`config.mk`:
```
export PLATFORM = sky130hd
export DESIGN_NAME = tone_synth
export DESIGN_NICKNAME = d
export VERILOG_FILES = /design/src/rtl/audio_pkg.sv /design/src/rtl/seq_div32.sv /design/src/rtl/tone_synth.sv
export SDC_FILE = /design/constraint.sdc
export NUM_CORES = 1
export LEC_CHECK = 0
export CAP_MARGIN = 25
export CORE_UTILIZATION = 57
export CTS_CLUSTER_SIZE = 14
export DETAILED_ROUTE_END_ITERATION = 6
export PLACE_DENSITY = 0.72
export SYNTH_ARGS = -nofsm -noshare
export SYNTH_HDL_FRONTEND = slang
export SYNTH_SLANG_ARGS = --single-unit
```
`constraint.sdc`:
```
create_clock -name clk -period 6.3 [get_ports clk]
set_clock_uncertainty 0.05 [all_clocks]
set_input_delay 1.26 -clock clk [delete_from_list [all_inputs] [get_ports clk]]
set_output_delay 1.26 -clock clk [all_outputs]
set_load 0.005 [all_outputs]
```
`src/rtl/audio_pkg.sv`:
```
// Shared constants and helpers for the tone synthesiser.
package audio_pkg;

  localparam int unsigned CLK_HZ    = 100_000_000;
  localparam int unsigned SILENT_HZ = 20000;   // same value as the lookup's rest code
  localparam int unsigned MIN_HZ    = 20;
  localparam int          SAMPLE_W  = 16;

  // Volume step sits just below the sign bit, so volume 7 gives 0x7000.
  function automatic logic [SAMPLE_W-1:0] amp_from_volume(input logic [2:0] vol);
    return {1'b0, vol, 12'h000};
  endfunction

endpackage

```
`src/rtl/seq_div32.sv`:
```
// Restoring divider: one quotient bit per clock, 32 iterations.
// The quotient register doubles as the dividend shift register.
module seq_div32 (
  input  logic        clk,
  input  logic        rst,
  input  logic        start,
  input  logic [31:0] dividend,
  input  logic [32:0] divisor,
  output logic        busy,
  output logic        done,
  output logic [31:0] quotient
);

  logic [32:0] rem;
  logic [5:0]  iter;
  logic [33:0] shifted;
  logic        fits;
  logic [32:0] rem_next;

  // Trial subtraction for the current bit.
  always_comb begin
    shifted  = {rem, quotient[31]};
    fits     = (shifted >= {1'b0, divisor});
    rem_next = fits ? 33'(shifted - {1'b0, divisor}) : shifted[32:0];
  end

  // Iteration register; iter counts down to the terminal count of 1.
  always_ff @(posedge clk) begin
    if (rst) begin
      busy     <= 1'b0;
      done     <= 1'b0;
      rem      <= '0;
      quotient <= '0;
      iter     <= '0;
    end else begin
      done <= 1'b0;
      if (!busy) begin
        if (start) begin
          busy     <= 1'b1;
          rem      <= '0;
          quotient <= dividend;
          iter     <= 6'd32;
        end
      end else begin
        rem      <= rem_next;
        quotient <= {quotient[30:0], fits};
        iter     <= iter - 6'd1;
        if (iter == 6'd1) begin
          busy <= 1'b0;
          done <= 1'b1;
        end
      end
    end
  end

endmodule

```
`src/rtl/tone_synth.sv`:
```
// Square-wave tone generator: tone (Hz) -> half-period via sequential divide,
// glitch-free note changes on half-period boundaries, muting for rests.
module tone_synth #(
  parameter int unsigned CLK_HZ    = audio_pkg::CLK_HZ,
  parameter int unsigned SILENT_HZ = audio_pkg::SILENT_HZ,
  parameter int unsigned MIN_HZ    = audio_pkg::MIN_HZ
) (
  input  logic        clk,
  input  logic        rst,
  input  logic [31:0] tone,
  input  logic [2:0]  volume,
  output logic        audio_pwm,
  output logic [15:0] sample,
  output logic        muted,
  output logic        busy
);
  import audio_pkg::*;

  logic [31:0] cur_tone;
  logic [31:0] cnt;
  logic [31:0] half_period;
  logic [31:0] pending_period;
  logic        phase;
  logic        rest;
  logic        pending;

  logic        tone_is_rest;
  logic        capture;
  logic        div_start;
  logic        div_done;
  logic        toggle;
  logic        mute_next;
  logic [31:0] quotient;
  logic [SAMPLE_W-1:0] amp;

  // Capture/toggle decisions; a new tone is only looked at once the divider
  // and the pending slot are both empty, so the latest tone wins after apply.
  always_comb begin
    tone_is_rest = (tone >= 32'(SILENT_HZ)) || (tone < 32'(MIN_HZ));
    capture      = !busy && !div_done && !pending && (tone != cur_tone);
    div_start    = capture && !tone_is_rest;
    toggle       = !rest && (cnt >= half_period - 32'd1);
    mute_next    = rest || (volume == 3'd0);
    amp          = amp_from_volume(volume);
  end

  seq_div32 u_div (
    .clk      (clk),
    .rst      (rst),
    .start    (div_start),
    .dividend (32'(CLK_HZ)),
    .divisor  ({tone, 1'b0}),
    .busy     (busy),
    .done     (div_done),
    .quotient (quotient)
  );

  // Tone capture, pending period, and the half-period counter. A pending
  // period waits for the next toggle unless we are coming out of a rest.
  always_ff @(posedge clk) begin
    if (rst) begin
      cur_tone       <= 32'(SILENT_HZ);
      rest           <= 1'b1;
      cnt            <= '0;
      phase          <= 1'b0;
      half_period    <= '0;
      pending        <= 1'b0;
      pending_period <= '0;
    end else begin
      if (capture)
        cur_tone <= tone;
      if (div_done) begin
        pending        <= 1'b1;
        pending_period <= quotient;
      end
      if (capture && tone_is_rest) begin
        rest  <= 1'b1;
        cnt   <= '0;
        phase <= 1'b0;
      end else if (pending && rest) begin
        half_period <= pending_period;
        cnt         <= '0;
        phase       <= 1'b1;
        rest        <= 1'b0;
        pending     <= 1'b0;
      end else if (toggle) begin
        cnt   <= '0;
        phase <= ~phase;
        if (pending) begin
          half_period <= pending_period;
          pending     <= 1'b0;
        end
      end else if (!rest) begin
        cnt <= cnt + 32'd1;
      end
    end
  end

  // Registered outputs, one cycle behind phase/volume/rest.
  always_ff @(posedge clk) begin
    if (rst) begin
      muted     <= 1'b1;
      audio_pwm <= 1'b0;
      sample    <= '0;
    end else begin
      muted     <= mute_next;
      audio_pwm <= !mute_next && phase;
      if (mute_next)
        sample <= '0;
      else
        sample <= phase ? amp : -amp;
    end
  end

endmodule

```
=== After elaboration in Yosys (flattened, before gate mapping) ===
Index checks and enable logic that the tools add are counted.
Widths: inputs -> output; s select.

* Bits of input ports: 37
* Memory bits (writable): 0
* Word-level logic and storage cells: 78
* Memories: 0
* Latch bits: 0
* ROM bits: 0
* Output and inout port bits: 19
* Flip-flop bits (word level): 222

* Order comparisons: 4
* Shift operators: 0
* Divide/modulo/power cells: 0
* Equality and inequality tests: 2
* Multiplexer cells: 22
* Bitwise operators: 3
* Multipliers: 0
* Add/sub/neg operators: 5
* Reductions and logical operators: 26

{| class="wikitable"
|+ Operator list
! operator !! count
|-
| $mux 32 || 5
|-
| $mux 33 || 3
|-
| $ge 34x33->1 || 1
|-
| $sub 33x33->33 || 1
|-
| $add 32x1->32 const B || 1
|-
| $ge 32x15->1 const B || 1
|-
| $ge 32x32->1 || 1
|-
| $lt 32x5->1 const B || 1
|-
| $ne 32x32->1 || 1
|-
| $sub 32x1->32 const B || 1
|-
| $neg 15->16 || 1
|-
| $mux 15 || 1
|-
| $mux 6 || 2
|-
| $mux 1 || 11
|-
| $logic_and 1x1->1 || 8
|-
| $eq 6x1->1 const B || 1
|-
| $logic_not 1->1 || 6
|-
| $reduce_bool 2->1 || 3
|-
| $reduce_or 2->1 || 3
|-
| $sub 6x1->6 const B || 1
|-
| $reduce_or 4->1 || 1
|-
| $logic_not 3->1 || 1
|-
| $not 1->1 || 3
|-
| $reduce_and 3->1 || 1
|-
| 2 further kinds || 3
|}

=== Logic depth before layout (Yosys ltp) ===
* Word-level depth: 7
* Mapped depth: 21
* Gate-level depth less buffers: 20

=== Hierarchy ===
Synthesis repeated with hierarchy kept, for this count alone.

* Cells, all modules: 1,426
* Area total of the unflattened synthesis: 12,191.7 µm²

{| class="wikitable"
|+ Modules (own cells, without submodules)
! module !! times used !! cells an instance !! seq. area each (µm²) !! area each (µm²)
|-
| tone_synth || 1 || 745 || 2,742.6 || 7,013.0
|-
| seq_div32 || 1 || 681 || 1,461.4 || 5,178.7
|}

=== Worst setup path after synthesis ===
OpenSTA, ideal clock, no wires.

* Path type: flip-flop to flip-flop
* Start: register half_period[2]
* End: register half_period[10]
* Clock period less this slack: 4.220 ns
* Setup time: 0.128 ns
* Setup slack: 2.080 ns
* Arrival: 4.042 ns
* Data required time: 6.122 ns
* Buffers on the path: 1
* Cell stages (with the launch flop): 20
* Cells stage by stage: dfxtp_1 -> nor4_4 -> nand2_2 -> or3_4 -> nor2_4 -> nand2_2 -> nor3_2 -> nand2_1 -> or4_4 -> xor2_1 -> ha_1 -> a21o_1 -> a21o_1 -> a211oi_1 -> o21a_1 -> o21ai_1 -> o21ai_2 -> buf_2 -> mux2i_1 -> nor2_1

* Cells in the longest elaborated chain, start to end: 5

{| class="wikitable"
|+ RTL lines
! what !! line !! text
|-
| start, declared || tone_synth.sv:21 || <nowiki>logic [31:0] half_period;</nowiki>
|-
| start signal, assigned || tone_synth.sv:81 || <nowiki>half_period <= pending_period;</nowiki>
|-
| start signal, assigned || tone_synth.sv:90 || <nowiki>half_period <= pending_period;</nowiki>
|-
| $sub 32x1->32 || tone_synth.sv:42 || <nowiki>toggle = !rest && (cnt >= half_period - 32'd1);</nowiki>
|-
| $ge 32x32->1 || tone_synth.sv:42 ||
|-
| $logic_and 1x1->1 || tone_synth.sv:42 ||
|-
| $reduce_bool 2->1 (no line) || - ||
|-
| $reduce_and 3->1 (no line) || - ||
|}

Every way passes these cells.
A chain may end at the register's enable or synchronous reset.

=== Worst setup path after layout ===
* Start: register half_period[2]
* End: register half_period[28]

The elaborated chain is that of the path after synthesis.

==> Flow_metrics.wiki <==
{| class="wikitable"
! Metric !! Value
|-
| Outcome || completed
|-
| Number of buffer and inverter stages on the critical path || 1
|-
| First DRT Iteration DRCs || 406
|-
| Die area || 20250 sq um
|-
| Boundary pin count || 56
|-
| Adder-cell share of the synthesized area || 7.985%
|-
| Kind of start point of the critical path || flip-flop
|-
| Horizontal die dimension || 142.3 um
|-
| Number of standard cells after synthesis || 1322
|-
| Share of the synthesized area in the top cell type || 37.47%
|-
| Worst vdd ir || 0.0001986 V
|-
| Final HPWL from detailed placement || 17.80 mm
|-
| Tightest Pin Transition || 0.8802 ns
|-
| Total Routed Length || 24.64 mm
|-
| Portion of netlist area occupied by mux cells || 6.334%
|-
| Initial Utilization || 58.99%
|-
| DIE HEIGHT || 142.3 um
|-
| Count of synthesis-stage warnings from yosys || 0
|-
| Net switching component of the power || 635.0 uW
|-
| Share of total power in the clock network || 47.8%
|-
| Number of enable-type register cells in the synthesized netlist || 0
|-
| Final count of pins violating max slew || 0
|-
| Deepest level of the CTS H-tree || 1
|-
| Syn Std Cell Area || 11220 sq um
|-
| Fraction of registers with async set/reset || 0%
|-
| Xor-xnor portion of the synthesized cell area || 8.899%
|-
| Worst slew slack as a fraction of its limit || 41.32%
|-
| Synth-to-layout area growth || 11.98%
|-
| Hold bufs inserted after CTS || 0
|-
| Top Family by Delay on Critical Path || simple AND/OR/NAND/NOR gates
|-
| First-pass GRT wire length || 41.44 mm
|-
| Kind of end point of the critical path || flip-flop
|-
| Worst-path fanout max || 29
|-
| Worst stage delay on the critical path || 0.48 ns
|-
| Int Power || 2.214 mW
|-
| Remaining antenna violation count after routing || 0
|-
| Maximum number of pins on one net before global-route repair || 89
|-
| Synth Area in Simple Gates || 20.22%
|-
| Inserted Clock Buffers || 23
|-
| Critical path's slowest cell || sky130_fd_sc_hd__buf_4
|-
| Ys flop type || sky130_fd_sc_hd__dfxtp_1
|-
| Sum of internal, switching and leakage power || 2.849 mW
|-
| Number of gates resized after cts || 0
|-
| Clock Sinks || 210
|-
| Final min period || 5.010 ns
|-
| Top cells by area in the synthesized netlist || sky130_fd_sc_hd__dfxtp_1 (37%), sky130_fd_sc_hd__ha_1 (7.8%), sky130_fd_sc_hd__mux2i_1 (6.3%)
|-
| Total overflow reported by the global router || 0
|-
| Number of antenna violations at the first check in global routing || 0
|-
| Antenna Cells || 0
|-
| GRT Util Overall || 24.98%
|-
| Hold/Removal Path Class || reg2reg
|-
| Post-synthesis register bit count || 210
|-
| Power density cells || 226.8 nW/um^2
|-
| Data required time of the critical path || 6.60 ns
|-
| Number of buffers added for setup after CTS || 0
|-
| Dominant cell type by area after synthesis || sky130_fd_sc_hd__dfxtp_1
|-
| Critical path cell sequence || nor4_4, nand2_2, or3_4, nor2_4, nand2_2, nor3_2, nand2_1, or4_4, xor2_1, ha_1, a21o_1, a21o_1, a211oi_1, o21a_1, o21ai_1, o21ai_4, buf_4, mux2i_1, nor2_1
|-
| Compound-gate portion of the synthesized area || 14.45%
|-
| DRC violation count after routing || 0
|-
| Number of I/O port buffers || 43
|-
| Via density per instance || 5.575
|-
| Unrepaired setup endpoints after global routing || false
|-
| Clock slew at the register clock pins of the worst setup and hold paths || 0.06 ns
|-
| Fraction of layout instances using a drive strength above 1 || 5.740%
|-
| Count of nets after finishing || 1451
|-
| Post-Syn Area per Cell || 8.487 sq um
|-
| TritonCTS clock tree || done
|-
| Leakage power || 5.508 nW
|-
| Total core area || 19020 sq um
|-
| Final Hold Vio Count || 0
|-
| Via count of the first global-routing pass || 8718
|-
| Worst skew pair latency || 0.51 ns
|-
| Main combinational cell family by area after synthesis || simple AND/OR/NAND/NOR gates
|-
| First-pass DRT Iterations || 5
|-
| Max_cap viols || 0
|-
| Routed length per instance || 15.22 um
|-
| Total negative setup slack || 0 ns
|-
| Placer Congestion || 0.8778
|-
| Post-synth cell types || 72
|-
| Buffer cell driving the clock tree root || sky130_fd_sc_hd__clkbuf_16
|-
| Share of total power in combinational logic || 5.0%
|-
| Cell row count || 50
|-
| Maximum clock frequency || 199.6 MHz
|-
| Fraction of the yosys area taken by sequential cells || 37.47%
|-
| Via count of the routed design || 9026
|-
| Maximum buffer depth of the clock tree || 3
|-
| Proportion of total power due to net switching || 22.29%
|-
| Path type of the worst setup path || reg2reg
|-
| Worst endpoint data arrival time || 5.31 ns
|-
| Tcrit/Tclk final || 79.53%
|-
| Setup violation total in the final timing report || 0
|-
| Share of total power in sequential cells || 47.2%
|}
cell type report:
type	instances	area, sq um
inverter	54	202.7
sequential	210	4205
multi-input combinational	1001	6560
clock buffer	28	614.3
fill	1687	6455
tap	260	325.3
timing repair buffer	53	503.0
clock inverter	13	152.6
placed cells by master (no fill, tap or decap), types with 19 or more instances in the layout:
| cell type | count |
|---|---|
| sky130_fd_sc_hd__a21o_1 | 23 |
| sky130_fd_sc_hd__a21oi_1 | 88 |
| sky130_fd_sc_hd__a22o_1 | 27 |
| sky130_fd_sc_hd__clkbuf_16 | 23 |
| sky130_fd_sc_hd__clkdlybuf4s50_1 | 42 |
| sky130_fd_sc_hd__dfxtp_1 | 209 |
| sky130_fd_sc_hd__ha_1 | 70 |
| sky130_fd_sc_hd__inv_1 | 53 |
| sky130_fd_sc_hd__mux2i_1 | 71 |
| sky130_fd_sc_hd__nand2_1 | 137 |
| sky130_fd_sc_hd__nor2_1 | 175 |
| sky130_fd_sc_hd__nor3_1 | 39 |
| sky130_fd_sc_hd__nor4_1 | 22 |
| sky130_fd_sc_hd__o21ai_0 | 19 |
| sky130_fd_sc_hd__o21ai_1 | 32 |
| sky130_fd_sc_hd__xnor2_1 | 44 |
| sky130_fd_sc_hd__xor2_1 | 70 |
power by group through the flow:
| stage | combinational [mW] | sequential, mW | clock, mW |
|---|---|---|---|
| detailed placement | 0.141 | 1.38 | 0 |
| floorplan | 0.0878 | 1.37 | 0 |
| finish | 0.143 | 1.35 | 1.36 |
| global placement | 0.139 | 1.37 | 0 |
| CTS | 0.142 | 1.35 | 1.39 |
| global route | 0.156 | 1.35 | 1.44 |
through the flow:
step                setup slack, ns  hold WS, ns  instance area (sq um)  cells  utilization (%)
floorplan                     2.080       0.3854                  11260   1333                -
global placement              1.303       0.4019                  11800   1578            62.03
detailed placement            1.188       0.4079                  11800   1578            62.03
CTS                           1.231       0.4167                  12560   1619            66.06
global route                 0.9774       0.4288                  12560   1619            66.06
finish                        1.290       0.4150                  12560   1619            66.06
layer usage:
metal / up-vias / part of all wire (%) / GRT usage (%)
met5: - / 0 / 0
met4: 0 / 3.0 / 8.376
met3: 51 / 3.3 / 2.860
met2: 164 / 48 / 43.65
met1: 4192 / 46 / 31.87
li1: 4619 / - / -
sequential cells by signal, indices dropped and copies added, names as in the netlist:
register and cells:
cur_tone 32, sample 4, u_div.done 1, u_div.quotient 32, half_period 32, u_div.rem 33
cnt 32, pending_period 32, u_div.busy 1, rest 1, phase 1, pending 1
muted 1, audio_pwm 1, u_div.iter 6
logic make-up (layout without fill, tap and decap cells):
group,count (synthesis),in the layout
AND/OR/NAND/NOR,480,480
AO/OA/AOI/OAI,253,253
flip-flops,210,210
buffers and inverters,122,148
XOR/XNOR,114,114
adder cells (fa/ha/maj),71,71
multiplexers,71,71
other,1,12
final timing paths:
path	from	end	slack (ns)	depth (start not counted)
min reg2reg	u_div.quotient[0]	u_div.quotient[0]	0.42	2
max	half_period[2]	half_period[28]	1.29	19
max reg2reg	half_period[2]	half_period[28]	1.29	19
min	u_div.quotient[0]	u_div.quotient[0]	0.42	2
worst min-delay path: stages (launching register included):
cell and delay, ns:
sky130_fd_sc_hd__dfxtp_1 0.32, sky130_fd_sc_hd__nand2_1 0.06, sky130_fd_sc_hd__nand2_1 0.04
synth_stat cells (3+ instances only):
cell                         n
sky130_fd_sc_hd__and2_1      7
sky130_fd_sc_hd__o21ai_1    33
sky130_fd_sc_hd__a31oi_1     5
sky130_fd_sc_hd__nor4_1     22
sky130_fd_sc_hd__dfxtp_1   210
sky130_fd_sc_hd__nor3_2      3
sky130_fd_sc_hd__xor2_1     70
sky130_fd_sc_hd__a21o_1     23
sky130_fd_sc_hd__mux2i_1    71
sky130_fd_sc_hd__nand2b_1    4
sky130_fd_sc_hd__a22o_1     27
sky130_fd_sc_hd__a21oi_1    88
sky130_fd_sc_hd__clkbuf_1   45
sky130_fd_sc_hd__and3_1      5
sky130_fd_sc_hd__xnor2_1    44
sky130_fd_sc_hd__nand2_2     3
sky130_fd_sc_hd__inv_1      53
sky130_fd_sc_hd__a32oi_1     5
sky130_fd_sc_hd__nand3_1    17
sky130_fd_sc_hd__nor2_1    175
sky130_fd_sc_hd__nor2b_1    16
sky130_fd_sc_hd__o21ai_0    19
sky130_fd_sc_hd__nand4_1    18
sky130_fd_sc_hd__ha_1       70
sky130_fd_sc_hd__nand2_1   137
sky130_fd_sc_hd__a211oi_1    8
sky130_fd_sc_hd__o21a_1      7
sky130_fd_sc_hd__o31ai_1     7
sky130_fd_sc_hd__or4_1       3
sky130_fd_sc_hd__buf_2       8
sky130_fd_sc_hd__or3_1       4
sky130_fd_sc_hd__nor3_1     39
sky130_fd_sc_hd__and4_1      8
sky130_fd_sc_hd__buf_4      13
sky130_fd_sc_hd__o211ai_1   11
No activity file was read; power rests on OpenSTA's default activity.
